## src/rtl/bsg_cgol_ctrl.sv

```systemverilog
// Game-of-life controller: accepts board+count, loads cells, runs N generations, returns board.
// Latency N+2 cycles from accept to v_o; input stalls (ready_o=0) until the result is taken with yumi_i.
module bsg_cgol_ctrl #(
    parameter int board_width_p     = 16,
    parameter int max_game_length_p = 1000,
    localparam int cells_lp         = board_width_p * board_width_p,
    localparam int cnt_width_lp     = $clog2(max_game_length_p + 1)
) (
    input  logic                    clk_i,
    input  logic                    reset_n_i,
    input  logic [cells_lp-1:0]     data_i,
    input  logic [cnt_width_lp-1:0] frames_i,
    input  logic                    v_i,
    output logic                    ready_o,
    output logic                    en_o,
    output logic                    update_o,
    output logic [cells_lp-1:0]     update_val_o,
    input  logic [cells_lp-1:0]     cells_i,
    output logic [cells_lp-1:0]     data_o,
    output logic                    v_o,
    input  logic                    yumi_i
);

    typedef enum logic [1:0] {IDLE, LOAD, SIM, DONE} state_e;

    state_e                  state_r, state_n;
    logic [cells_lp-1:0]     board_r;
    logic [cnt_width_lp-1:0] frame_cnt_r;

    always_ff @(posedge clk_i) begin
        if (!reset_n_i) begin
            state_r     <= IDLE;
            board_r     <= '0;
            frame_cnt_r <= '0;
        end else begin
            state_r <= state_n;
            if (state_r == IDLE && v_i) begin
                board_r     <= data_i;
                frame_cnt_r <= frames_i;
            end else if (state_r == SIM) begin
                frame_cnt_r <= frame_cnt_r - cnt_width_lp'(1);
            end
        end
    end

    // Outputs decode straight from the state register, so they carry no combinational input paths.
    always_comb begin
        state_n  = state_r;
        ready_o  = 1'b0;
        en_o     = 1'b0;
        update_o = 1'b0;
        v_o      = 1'b0;
        case (state_r)
            IDLE: begin
                ready_o = 1'b1;
                if (v_i) state_n = LOAD;
            end
            LOAD: begin
                update_o = 1'b1;
                state_n  = (frame_cnt_r != '0) ? SIM : DONE;
            end
            SIM: begin
                en_o = 1'b1;
                if (frame_cnt_r == cnt_width_lp'(1)) state_n = DONE;
            end
            DONE: begin
                v_o = 1'b1;
                if (yumi_i) state_n = IDLE;
            end
            default: state_n = IDLE;
        endcase
    end

    assign update_val_o = board_r;
    assign data_o       = cells_i;

endmodule

```

## config.mk

```make
export PLATFORM = sky130hd
export DESIGN_NAME = bsg_cgol_ctrl
export DESIGN_NICKNAME = d
export VERILOG_FILES = /design/src/rtl/bsg_cgol_ctrl.sv
export SDC_FILE = /design/constraint.sdc
export NUM_CORES = 1
export LEC_CHECK = 0
export CAP_MARGIN = 20
export CORE_AREA = 4 4 406 408
export CTS_BUF_LIST = sky130_fd_sc_hd__clkbuf_16
export DETAILED_ROUTE_END_ITERATION = 6
export DIE_AREA = 0 0 410 412
export SYNTH_ARGS = -nofsm -noshare
export SYNTH_HDL_FRONTEND = slang
export SYNTH_SLANG_ARGS = --single-unit
```

## constraint.sdc

```tcl
create_clock -name clk_i -period 1.93 [get_ports clk_i]
set_input_delay 0.193 -clock clk_i [delete_from_list [all_inputs] [get_ports clk_i]]
set_output_delay 0.193 -clock clk_i [all_outputs]
set_load 0.01 [all_outputs]
```

==> qor.yml <==
rsz0062_at_grt: "no"
dieArea_sq_mm: 0.1689
synth.top_cell.area_share_pct: 47.29
max_stage_delay_ns: 0.75
final_max_slew_viol_count: 0
setup_violations: 0
rows: 148
antenna_found_initial: 68
setup_slack_ns: 0.02852
core_area_sq_mm: 0.1617
htree_num_levels: 2
yosysWarnings: 0
worstSkewPairLatency_ns: 0.59
wl_mm: 78.92
area_growth_pct: 67.74
finalSetupTns_ns: 0
clk_pin_slew_worst_paths_ns: 0.06
syn_nets: 1984
worstPathArrival_ns: 1.71
synth_seq_cells: 268
required_ns: 1.74
fin_nets: 2272
postCtsSetupBuffers: 0
async_flop_share_pct: 0
worst-path-buf-inv: 1
overflow: 0
grt_pass1_wl_mm: 100.8
finalHoldViolCount: 0
syn_area_sq_mm: 0.01135
critPathTopFamily: "buffers and inverters"
final_cell_area_sq_mm: 0.01903
synthTopCellsByCount: "519 x nand2_1, 268 x dfxtp_1, 262 x a21oi_1"
fin_cells: 3968
dr_total_vias: 11014
syn_area_per_cell_sq_um: 7.814
start_kind: "register"
hold_path_class: "in2reg"
die_x_um: 410
timing.slew.headroom_pct: 66.50
drc: 0
drive_gt1_share_pct: 7.797
power_density_mw_per_mm2: 1171
dp.cells: 3874
grt_usage_pct: 8.893
tightestPinTransition_ns: 0.5025
synth-edff-count: 0
status: "completed"
irDropWorstVdd_uv: 563.5
first_global_vias: 10797
slowest_stage: "clkdlybuf4s50_1"
io_buffers: 529
cp_max_fo: 2
ios: 1042
drt-wirelength-per-cell_um: 19.89
holdBufCountCts: 0
fin_util_pct: 11.77
gp_congestion: 0.7931
max_freq_ghz: 0.5259
skew_ns: 0.04009
critPathKind: "reg2out"
dp_hpwl_mm: 66.78
synth_most_common_cell: "nand2_1"
syn_inst: 1452
cts.sinks: 268
fp.dieH_um: 412
fillers: 18624
viasPerCell: 2.776
numCtsBuffers: 39
p_leak_nw: 6.389
synth_top_area_cell: "dfxtp_1"
ys_top_cells_by_area: "dfxtp_1 47%, nand2_1 17%, buf_4 17%"
finalPower_mw: 22.29
dp_slack_ns: 0.02478
ys_types: 34
whs_ns: 0.1368
initial_utilization_pct: 7.018
drt.antenna.violating_nets: 0
cts_tree: "yes"
grt_max_degree: 96
post-route-period-util_pct: 98.52
path_cells: "clkdlybuf4s50_1"
cts_buffer_depth: 3
period_needed_ns: 1.901
synth_top_flop_cell: "dfxtp_1"
drtIter0Drc: 680
yosysSeqAreaShare_pct: 47.29
max_cap_violations: 0
dpl_cell_area_sq_mm: 0.01776
drtPass1Iterations: 5
worstSetupEndpointType: "primary output"
root_buffer: "clkbuf_16"
registers in the layout (all words and copies together), names as in the netlist:
register and cells:
update_val_o 256, frame_cnt_r 10, state_r 2
power breakdown:
group / internal, mW / switching, mW
Clock: 3.92 / 3.03
Sequential: 6.60 / 0.673
Combinational: 3.72 / 4.35
what timing repair did:
action                                  CTS  global route
pin swaps                                 0             2
hold endpoints to repair                  0             0
endpoints found under the setup margin   27             3
gates resized for setup                  30             3
path summary, 6_finish.rpt:
check                    startpoint                 to  slack [ns]  depth (start not counted)
setup / recovery  update_val_o[157]  update_val_o[157]        0.03                          1
hold / removal          data_i[197]  update_val_o[197]        0.14                          3
setup reg to reg         state_r[0]     frame_cnt_r[7]        0.11                          7
hold reg to reg     update_val_o[0]    update_val_o[0]        0.45                          2
final cells by class:
class	instances	area, sq um	share of cell area (%)
clock inverters	31	207.7	1.091
multi-input cells	834	3727	19.58
diodes	23	57.56	0.3024
well taps	2175	2721	14.30
inverters	5	26.28	0.1381
flip-flops and latches	268	5369	28.21
clock buffers	40	1001	5.259
repair buffers	592	5922	31.12
cell usage in the layout, fill, tap and decap left out, types with 2 or more instances in the layout:
| master | instances |
|---|---|
| a211oi_1 | 4 |
| a21oi_1 | 262 |
| buf_12 | 15 |
| buf_4 | 50 |
| clkbuf_16 | 40 |
| clkdlybuf4s50_1 | 502 |
| clkinv_1 | 7 |
| clkinv_2 | 5 |
| clkinv_4 | 2 |
| clkinvlp_4 | 5 |
| dfxtp_1 | 265 |
| dfxtp_2 | 3 |
| diode_2 | 23 |
| dlygate4sd2_1 | 24 |
| ha_1 | 4 |
| ha_4 | 2 |
| inv_1 | 10 |
| inv_6 | 2 |
| inv_8 | 2 |
| nand2_1 | 518 |
| nor2_1 | 7 |
| nor2b_1 | 3 |
| nor3_1 | 2 |
| nor4_2 | 2 |
| o21ai_0 | 5 |
| xnor2_1 | 6 |
| xor2_1 | 3 |
cell families after synthesis:
logic type | share of synthesized area, %
flops | 47.29
simple gates | 18.76
mux | 0.08823
fa+ha+maj | 0.6616
buf+inv | 20.17
compound gates | 12.34
xor+xnor | 0.6948
routing by layer:
layer	vias to the layer above	track usage, %	routed length (um)
met3	238	7.556	14840
met5	-	0.5172	594
met2	657	12.81	32710
met4	76	3.333	3044
met1	5045	9.354	27730
li1	4998	-	-
No activity file was read; power rests on OpenSTA's default activity.
